`src/rtl/adder_selfcheck_if.sv`:
```
// Operand/result bus between the self-check engine and an N-bit adder under test.
// The engine takes the master side (drives operands, receives the sum);
// the adder under test takes the slave side.
interface adder_selfcheck_if #(
    parameter int N = 128
) ();
    logic [N-1:0] a;
    logic [N-1:0] b;
    logic         cin;
    logic [N-1:0] s_duv;
    logic         cout_duv;

    modport master (
        output a, b, cin,
        input  s_duv, cout_duv
    );

    modport slave (
        input  a, b, cin,
        output s_duv, cout_duv
    );
endinterface

```
`src/rtl/adder_selfcheck.sv`:
```
// Self-checking stimulus/compare engine for N-bit adders.
// Issues NVEC operand vectors (LFSR random or carry-walk), computes the golden
// {cout,s} = a + b + cin, delays it by the adder latency LAT and counts mismatches.
module adder_selfcheck #(
    parameter int          N    = 128,
    parameter int          LAT  = 0,
    parameter int unsigned NVEC = 30000,
    parameter logic [31:0] SEED = 32'hACE1_2011
) (
    input  logic                     clk,
    input  logic                     rst,
    input  logic                     start,
    input  logic                     mode,
    adder_selfcheck_if.master        duv,
    output logic                     busy,
    output logic                     done,
    output logic                     pass,
    output logic [15:0]              err_count,
    output logic [31:0]              vec_count,
    output logic [31:0]              first_err_idx
);
    typedef enum logic [1:0] {IDLE, RUN, DRAIN, DONE} state_t;

    localparam int          KW         = $clog2(N + 2);
    localparam logic [31:0] LAST_IDX   = 32'(NVEC - 1);
    localparam logic [3:0]  DRAIN_INIT = 4'(LAT - 1);
    localparam logic [31:0] LFSR_MASK  = 32'h8020_0003;

    // Galois LFSR, x^32 + x^22 + x^2 + x + 1, right-shifting form.
    function automatic logic [31:0] lfsr_step(input logic [31:0] v);
        return (v >> 1) ^ (v[0] ? LFSR_MASK : 32'h0);
    endfunction

    // (N+1)-bit reference sum of a packed {cin, b, a} vector.
    function automatic logic [N:0] golden_sum(input logic [2*N:0] v);
        return {1'b0, v[N-1:0]} + {1'b0, v[2*N-1:N]} + {{N{1'b0}}, v[2*N]};
    endfunction

    // Error counter increment that sticks at all ones instead of wrapping.
    function automatic logic [15:0] sat_inc16(input logic [15:0] v);
        return (v == 16'hFFFF) ? v : v + 16'd1;
    endfunction

    state_t             state_q, state_d;
    logic [3:0]         drain_q, drain_d;
    logic               mode_q;
    logic [31:0]        lfsr_q;
    logic [2*N:0]       stim_q;
    logic [KW-1:0]      k_q;
    logic [31:0]        vec_q;
    logic [15:0]        err_q;
    logic [31:0]        first_q;
    logic               busy_q;
    logic               done_q;

    logic [N:0]         gold_pipe_q [0:LAT];
    logic [31:0]        idx_pipe_q  [0:LAT];
    logic [LAT:0]       vld_pipe_q;

    logic               start_ok;
    logic               issue;
    logic [N-1:0]       walk_a;
    logic [2*N:0]       stim_base;
    logic [2*N:0]       stim_d;
    logic [N:0]         gold_d;
    logic               mismatch;

    assign start_ok  = start && ((state_q == IDLE) || (state_q == DONE));
    assign issue     = (state_q == RUN);
    assign walk_a    = ~({N{1'b1}} << k_q);
    // The random stream starts from an empty register on every run, so the
    // vector sequence depends only on SEED.
    assign stim_base = (vec_q == 32'd0) ? '0 : stim_q;
    assign stim_d    = mode_q ? {1'b1, {N{1'b0}}, walk_a}
                              : ((stim_base << 32) | {{(2*N-31){1'b0}}, lfsr_q});
    assign gold_d    = golden_sum(stim_d);
    assign mismatch  = vld_pipe_q[LAT] &&
                       ({duv.cout_duv, duv.s_duv} != gold_pipe_q[LAT]);

    assign duv.a         = stim_q[N-1:0];
    assign duv.b         = stim_q[2*N-1:N];
    assign duv.cin       = stim_q[2*N];
    assign busy          = busy_q;
    assign done          = done_q;
    assign pass          = done_q && (err_q == 16'd0);
    assign err_count     = err_q;
    assign vec_count     = vec_q;
    assign first_err_idx = first_q;

    // Next-state logic: RUN issues NVEC vectors, DRAIN waits out the adder latency.
    always_comb begin
        state_d = state_q;
        drain_d = drain_q;
        case (state_q)
            IDLE, DONE: begin
                if (start) state_d = RUN;
            end
            RUN: begin
                if (vec_q == LAST_IDX) begin
                    if (LAT == 0) begin
                        state_d = DONE;
                    end else begin
                        state_d = DRAIN;
                        drain_d = DRAIN_INIT;
                    end
                end
            end
            DRAIN: begin
                if (drain_q == 4'd0) state_d = DONE;
                else                 drain_d = drain_q - 4'd1;
            end
            default: state_d = IDLE;
        endcase
    end

    // Control/stimulus registers; busy/done lag the state by one edge so they
    // line up with the registered operands and the last compare.
    always_ff @(posedge clk) begin
        if (rst) begin
            state_q <= IDLE;
            drain_q <= 4'd0;
            mode_q  <= 1'b0;
            lfsr_q  <= SEED;
            stim_q  <= '0;
            k_q     <= '0;
            vec_q   <= 32'd0;
            err_q   <= 16'd0;
            first_q <= 32'hFFFF_FFFF;
            busy_q  <= 1'b0;
            done_q  <= 1'b0;
        end else begin
            state_q <= state_d;
            drain_q <= drain_d;
            busy_q  <= (state_q == RUN) || (state_q == DRAIN);
            done_q  <= (state_q == DONE);
            if (start_ok) begin
                mode_q  <= mode;
                lfsr_q  <= SEED;
                k_q     <= '0;
                vec_q   <= 32'd0;
                err_q   <= 16'd0;
                first_q <= 32'hFFFF_FFFF;
            end else begin
                if (issue) begin
                    lfsr_q <= lfsr_step(lfsr_q);
                    stim_q <= stim_d;
                    vec_q  <= vec_q + 32'd1;
                    k_q    <= (k_q == KW'(N)) ? '0 : k_q + KW'(1);
                end
                if (mismatch) begin
                    err_q <= sat_inc16(err_q);
                    if (err_q == 16'd0) first_q <= idx_pipe_q[LAT];
                end
            end
        end
    end

    // Alignment delay line: stage 0 is loaded together with the operands,
    // stage LAT is compared against the adder output.
    always_ff @(posedge clk) begin
        if (rst) begin
            vld_pipe_q <= '0;
        end else begin
            vld_pipe_q[0] <= issue;
            for (int j = 1; j <= LAT; j++) vld_pipe_q[j] <= vld_pipe_q[j-1];
        end
        gold_pipe_q[0] <= gold_d;
        idx_pipe_q[0]  <= vec_q;
        for (int j = 1; j <= LAT; j++) begin
            gold_pipe_q[j] <= gold_pipe_q[j-1];
            idx_pipe_q[j]  <= idx_pipe_q[j-1];
        end
    end
endmodule

```
`src/flat_wrapper.sv`:
```
// flat-port wrapper written by rule: the top's interface ports become plain ports
module adder_selfcheck_flat 
#(
    parameter int          N    = 128,
    parameter int          LAT  = 0,
    parameter int unsigned NVEC = 30000,
    parameter logic [31:0] SEED = 32'hACE1_2011
)
  (clk, rst, start, mode, busy, done, pass, err_count, vec_count, first_err_idx, duv_a, duv_b, duv_cin, duv_s_duv, duv_cout_duv);
  adder_selfcheck_if #(.N(N)) duv_i ();
  input  logic clk;
  input  logic rst;
  input  logic start;
  input  logic mode;
  output logic busy;
  output logic done;
  output logic pass;
  output logic [15:0] err_count;
  output logic [31:0] vec_count;
  output logic [31:0] first_err_idx;
  output wire logic [$bits(duv_i.a)-1:0] duv_a;
  output wire logic [$bits(duv_i.b)-1:0] duv_b;
  output wire logic [$bits(duv_i.cin)-1:0] duv_cin;
  input wire logic [$bits(duv_i.s_duv)-1:0] duv_s_duv;
  input wire logic [$bits(duv_i.cout_duv)-1:0] duv_cout_duv;
  assign duv_a = duv_i.a;
  assign duv_b = duv_i.b;
  assign duv_cin = duv_i.cin;
  assign duv_i.s_duv = duv_s_duv;
  assign duv_i.cout_duv = duv_cout_duv;
  adder_selfcheck #(.N(N), .LAT(LAT), .NVEC(NVEC), .SEED(SEED)) u_core (.clk(clk), .rst(rst), .start(start), .mode(mode), .duv(duv_i), .busy(busy), .done(done), .pass(pass), .err_count(err_count), .vec_count(vec_count), .first_err_idx(first_err_idx));
endmodule
```
`config.mk`:
```
export PLATFORM = sky130hd
export DESIGN_NAME = adder_selfcheck_flat
export DESIGN_NICKNAME = d
export VERILOG_FILES = /design/src/rtl/adder_selfcheck_if.sv /design/src/rtl/adder_selfcheck.sv /design/src/flat_wrapper.sv
export SDC_FILE = /design/constraint.sdc
export NUM_CORES = 1
export LEC_CHECK = 0
export CAP_MARGIN = 5
export CORE_MARGIN = 4
export CORE_UTILIZATION = 49
export DETAILED_ROUTE_END_ITERATION = 7
export PLACE_DENSITY_LB_ADDON = 0.08
export REMOVE_ABC_BUFFERS = 1
export SLEW_MARGIN = 20
export SYNTH_ARGS = -nofsm -noshare
export SYNTH_HDL_FRONTEND = slang
export SYNTH_SLANG_ARGS = --single-unit
```
`constraint.sdc`:
```
create_clock -name clk -period 4.95 [get_ports clk]
set_input_delay 0.99 -clock clk [delete_from_list [all_inputs] [get_ports clk]]
set_output_delay 0.99 -clock clk [all_outputs]
set_load 0.01 [all_outputs]
```
**Yosys cells after proc, flatten, opt, wreduce, memory -nomap -nowiden**

Memories as Yosys holds them, arrays and structs flattened. A register that Yosys moved wholly into a read port is not among the register bits.
Index checks and enable logic that the tools add are counted.
Widths: inputs -> output; s select.

- Memories kept: 2
- Latch bits: 0
- Output and inout port bits: 340
- Memory bits (writable): 161
- Bits in registers: 355
- Logic and storage cells: 60
- ROM bits: 0
- Bits of input ports: 133

- Magnitude comparators: 0
- Reduce and logical (&&, ||, !) cells: 16
- Shifts and indexed selects: 1
- Add/subtract/negate cells: 6
- Bitwise gates (word level): 6
- Muxes and demuxes: 8
- Multiply operators: 0
- Equality and inequality tests: 10
- Div/mod/pow operators: 0

Memories:

| memory | depth | width | rd ports | clocked after memory_dff | wr ports | line | RTL |
|---|---|---|---|---|---|---|---|
| u_core.gold_pipe_q | 1 | 129 | 1 | 0 | 1 | adder_selfcheck.sv:56 | `logic [N:0] gold_pipe_q [0:LAT];` |
| u_core.idx_pipe_q | 1 | 32 | 1 | 1 | 1 | adder_selfcheck.sv:57 | `logic [31:0] idx_pipe_q [0:LAT];` |

Operators with widths:

| operator | count |
|---|---|
| $mux 257 | 1 |
| $or 257x32->257 | 1 |
| $mux 225 | 1 |
| $add 128x128->129 | 1 |
| $add 129x1->129 | 1 |
| $ne 129x129->1 | 1 |
| $not 128->128 | 1 |
| $shl 128x8->128 const A | 1 |
| $add 32x1->32 const B | 1 |
| $eq 32x15->1 const B | 1 |
| $logic_not 32->1 | 1 |
| $mux 32 | 1 |
| $xor 31x32->32 | 1 |
| $add 16x1->16 const B | 1 |
| $eq 16x16->1 const B | 1 |
| $logic_not 16->1 | 1 |
| $add 8x1->8 const B | 1 |
| $eq 8x8->1 const B | 1 |
| $mux 8 | 1 |
| $reduce_and 2->1 | 4 |
| $mux 2 | 3 |
| $pmux 2 s3 | 1 |
| $eq 2x2->1 const B | 2 |
| $logic_not 4->1 | 1 |
| 10 further kinds | 17 |

**Logic depth before layout (Yosys ltp)**

- Word-level depth: 6
- Depth in mapped cells: 22

**Worst setup path before layout**

OpenSTA, ideal clock, no wires.

- Path kind: register to register
- Start point: reg u_core.vec_q[11] (netlist: u_core.vec_count[11])
- End point: mem u_core.gold_pipe_q[0][122] in the netlist's numbering
- Data required time: 4.825 ns
- Path buffers: 2
- Arrival time: 5.146 ns
- Library setup time: 0.125 ns
- Cell stages (with the launch flop): 22
- Setup slack: -0.322 ns
- Clock period less this slack: 5.272 ns
- Path through: dfxtp_1 > or4_1 > nor4_1 > nand4_1 > nor2b_1 > clkbuf_1 > clkbuf_1 > nand2_1 > fa_1 > inv_1 > fa_1 > a211oi_2 > o21ai_1 > a2111oi_4 > o211ai_2 > a32o_1 > a2111oi_2 > nor2_1 > a31o_2 > a221o_1 > a21boi_2 > xnor2_1

- Word-level cells in the longest chain between the ends: 6

Ends and longest elaborated chain:

| item | line | RTL |
|---|---|---|
| start, declared | adder_selfcheck.sv:50 | `logic [31:0] vec_q;` |
| start signal, assigned | adder_selfcheck.sv:147 | `vec_q <= vec_q + 32'd1;` |
| $logic_not 32->1 (*) | adder_selfcheck.sv:73 | `assign stim_base = (vec_q == 32'd0) ? '0 : stim_q;` |
| $mux 225 (*) | adder_selfcheck.sv:73 |  |
| $or 257x32->257 (*) | adder_selfcheck.sv:75 | `: ((stim_base << 32) \| {{(2*N-31){1'b0}}, lfsr_q});` |
| $mux 257 (*) | adder_selfcheck.sv:74 | `assign stim_d = mode_q ? {1'b1, {N{1'b0}}, walk_a}` |
| $add 128x128->129 | adder_selfcheck.sv:36 | `return {1'b0, v[N-1:0]} + {1'b0, v[2*N-1:N]} + {{N{1'b0}}, v[2*N]};` |
| $add 129x1->129 (*) | adder_selfcheck.sv:36 |  |
| net u_core.gold_d[122] | adder_selfcheck.sv:65 | `logic [N:0] gold_d;` |
| end, declared | adder_selfcheck.sv:56 |  |

Mark *: on every way through the listed nets, which the timed path passes. The rest lies on a longest branch.

**Final worst setup path**

- Start point: reg u_core.vec_q[4] (netlist: u_core.vec_count[4])
- End point: mem u_core.gold_pipe_q[0][121] in the netlist's numbering

- Word-level cells in the longest chain between the ends: 6

Ends and longest elaborated chain:

| item | line | RTL |
|---|---|---|
| $logic_not 32->1 | adder_selfcheck.sv:73 |  |
| $mux 225 | adder_selfcheck.sv:73 |  |
| $or 257x32->257 | adder_selfcheck.sv:75 |  |
| $mux 257 | adder_selfcheck.sv:74 |  |
| net u_core.stim_d[68] | adder_selfcheck.sv:64 | `logic [2*N:0] stim_d;` |
| $add 128x128->129 | adder_selfcheck.sv:36 |  |
| $add 129x1->129 | adder_selfcheck.sv:36 |  |
| net u_core.gold_d[121] | adder_selfcheck.sv:65 |  |

The timed path passes the listed nets, and every way through them passes these cells.

==> impl_metrics.toml <==
[clocking]
ctsLongestPathBuffers = 3
cts_buffers = 59
cts_root_buf = "clkbuf_16"
htreeDepth = 2
cts_hold_buffers = 0
tritoncts = "built"
clk_latency_ns = 0.64
clk_pin_slew_ns = 0.06
cts.sinks = 548

[placement]
gp_congestion = 1.08
dp_slack_ns = -0.844
portBuffers = 472
dp_hpwl_um = 111000

[logic_synthesis]
synth_warnings = 0
synth_edf_count = 0
synth-seq-cells = 548
synth_flop_cell = "dfxtp_1"
synth_cells = 3678
synth_area_per_cell_um2 = 8.14
yosysUniqueCellTypes = 75
yosysSeqAreaShare = 0.366
async_flop_share = 0
synth_area_um2 = 29900

[routing]
wl_per_cell_um = 25.2
drc_errors = 0
drt_iter0_drc = 3962
dr.pass1.iters = 8
vias = 33600
wl_um = 144000
routed_via_density = 5.88
drtAntennaViolNets = 0

[cells_and_area]
final_common_cell = "buf_4"
finalNetCount = 5149
post-route-util = 0.767
multi_input_area_um2 = 20400
regArea_um2 = 11000
syn2layout_area_growth_pct = 54.8
drive_above_1_share = 0.276
final_cell_mix = "buf_4 (813), dfxtp_1 (546), clkdlybuf4s50_1 (471)"
fill_cells = 4426

[min_path]
hp-class = "reg -> reg"

[timing]
fin_ws_ns = -0.382
tightest_slew_ns = 1.08
drv_slew = 0
finalCritPeriodShare = 1.08
fmax_mhz = 188
finalClockSkew_ns = 0.0183
rsz0062_at_grt = "true"
period_needed_ns = 5.33
setup_viol = 51
relSlewSlack = 0.275
timing_hold_violations_final = 0

[global_routing]
grt_pass1_vias = 30800
grt_first_pass_wirelength_um = 202000
grt_usage = 0.416
antenna_found_initial = 4
grt_max_degree = 189
grt_overflow = 0

[setup_path]
required_ns = 5.50
cp_max_fo = 6
critPathArrivalTime_ns = 5.88
endpoint_kind = "flop"
worstSetupStartpointType = "flop"
worstSetupPathType = "reg -> reg"

[floorplanning]
io_pins = 473
num_rows = 90
core_um2 = 60500
die_h_um = 255
start_util = 0.495
dieArea_um2 = 65100
die_width_um = 255

[pwr]
p_comb_frac = 0.325
seqPwrFrac = 0.351
p_leak_uw = 0.0191
pwr-share-clk = 0.324
vdd_ir_drop_max_mv = 0.590
powerDensity_nw_per_um2 = 311
switching_share = 0.339
finalPower_uw = 14400
p_int_uw = 9520
power_switching_uw = 4880

[outcome]
status = "finished with violations"
violations = "negative setup slack"

[run]
cap_violations = 0
==> worst max-delay path, cell delays in order, from the launching register on <==
cell      delay (ns)
dfxtp_2         0.33
nor4_4          0.29
buf_4           0.16
nand4_1         0.18
nor4_4          0.28
buf_4           0.18
nand4_1         0.10
buf_6           0.18
nor2b_4         0.19
buf_12          0.18
buf_16          0.15
a221o_1         0.42
ha_4            0.33
buf_6           0.11
buf_4           0.11
nand4_1         0.22
inv_1           0.12
nand4_1         0.13
inv_1           0.12
a21oi_4         0.07
o211a_1         0.27
a211oi_4        0.37
buf_6           0.18
o311ai_4        0.08
nand2_2         0.16
a21oi_2         0.07
xnor2_1         0.20
==> synth_stat cells, types with 4 or more instances <==
library cell,n,area [um^2]
nand2_1,406,1520
o22a_1,4,35.0
a21boi_0,15,113
xor2_1,90,788
nor4_1,27,169
or3_1,12,75.1
o21bai_1,37,278
a31oi_1,16,100
nor2b_1,20,125
inv_1,59,221
buf_1,22,82.6
clkbuf_1,181,679
a21o_1,47,353
nor4b_1,4,35.0
a311oi_1,7,61.3
o211ai_1,8,60.1
a211o_1,4,35.0
nor3_1,50,250
and3_1,19,119
nand2b_1,149,932
o32a_1,8,80.1
xnor2_1,214,1870
dfxtp_1,548,11000
nor2_1,389,1460
o21ai_1,5,25.0
a221o_1,28,280
o21ai_0,159,796
a21oi_1,432,2160
and2_1,142,888
a221oi_1,7,61.3
nand4_1,99,619
mux2i_1,182,1820
or2_2,6,37.5
a41oi_1,5,43.8
buf_2,8,40.0
a211oi_1,7,52.6
ha_1,139,1740
o31ai_1,6,45.0
nand3_1,37,185
o21a_1,23,173
==> metal layers <==
metal / vias to the layer above / share of wire / track usage
met5: - / 0.000090 / 0
met4: 2 / 0.072 / 0.240
met3: 429 / 0.11 / 0.0872
met2: 2128 / 0.41 / 0.603
met1: 15800 / 0.41 / 0.574
li1: 15200 / - / -
==> sequential cells by signal, indices dropped and copies added (netlist names), 2 cells and up <==
signal	count
u_core.vec_count	32
u_core.state_q	2
u_core.lfsr_q	32
u_core.err_count	16
u_core.gold_pipe_q	129
u_core.drain_q	4
u_core.k_q	8
u_core.idx_pipe_q	32
u_core.first_err_idx	32
u_core.stim_q	257
==> through the flow <==
step,setup TNS [ns],instances,area [um^2],hold slack (ns)
after floorplan,-2242.53,3465,29100,0.415
after global placement,-37.02,5515,41000,0.408
after detailed placement,-41.88,5515,41000,0.412
after CTS,-4.19,5669,45000,0.421
after global routing,-14.14,5704,46400,0.438
final,-9.13,5708,46400,0.424
==> power groups by stage <==
stage	registers [uW]	clock network, uW	logic, uW
after floorplan	5040	0	2110
after global placement	5120	0	3890
after detailed placement	5130	0	3920
after CTS	5040	4670	4420
after global routing	5070	4840	4840
final	5050	4670	4680
==> cells by family (layout without fill, tap and decap cells) <==
logic type,after synthesis,count (layout),synth area share
AND/OR/NAND/NOR,1367,1368,0.216
AO/OA/AOI/OAI,861,861,0.173
flip-flops,548,548,0.366
XOR/XNOR,304,304,0.0889
buffers and inverters,274,1516,0.0348
multiplexers,183,183,0.0612
adder cells (fa/ha/maj),141,141,0.0594
other,0,5,0
==> final timing paths <==
path / startpoint / slack, ns / end / cells past startpoint
setup reg to reg: u_core.vec_count[4] / -0.38 / u_core.gold_pipe_q[0][121] / 26
setup / recovery: u_core.vec_count[4] / -0.38 / u_core.gold_pipe_q[0][121] / 26
hold reg to reg: u_core.vec_count[14] / 0.42 / u_core.idx_pipe_q[0][14] / 0
hold / removal: u_core.vec_count[14] / 0.42 / u_core.idx_pipe_q[0][14] / 0
==> what timing repair did <==
action / 4_1_cts / 5_1_grt
setup buffers: 41 / 41
setup endpoints to repair: 92 / 88
cloned: 9 / 0
pin swaps: 75 / 105
hold endpoints to repair: 0 / 0
resized for setup: 318 / 229
==> layout make-up <==
class / instances / share of cell area
sequential: 548 / 0.237
tap: 782 / 0.0211
timing repair buffer: 1348 / 0.254
antenna: 5 / 0.000270
clock inverter: 32 / 0.00788
inverter: 61 / 0.00494
clock buffer: 75 / 0.0355
multi-input combinational: 2857 / 0.439
(Power assumes the default switching activity.)
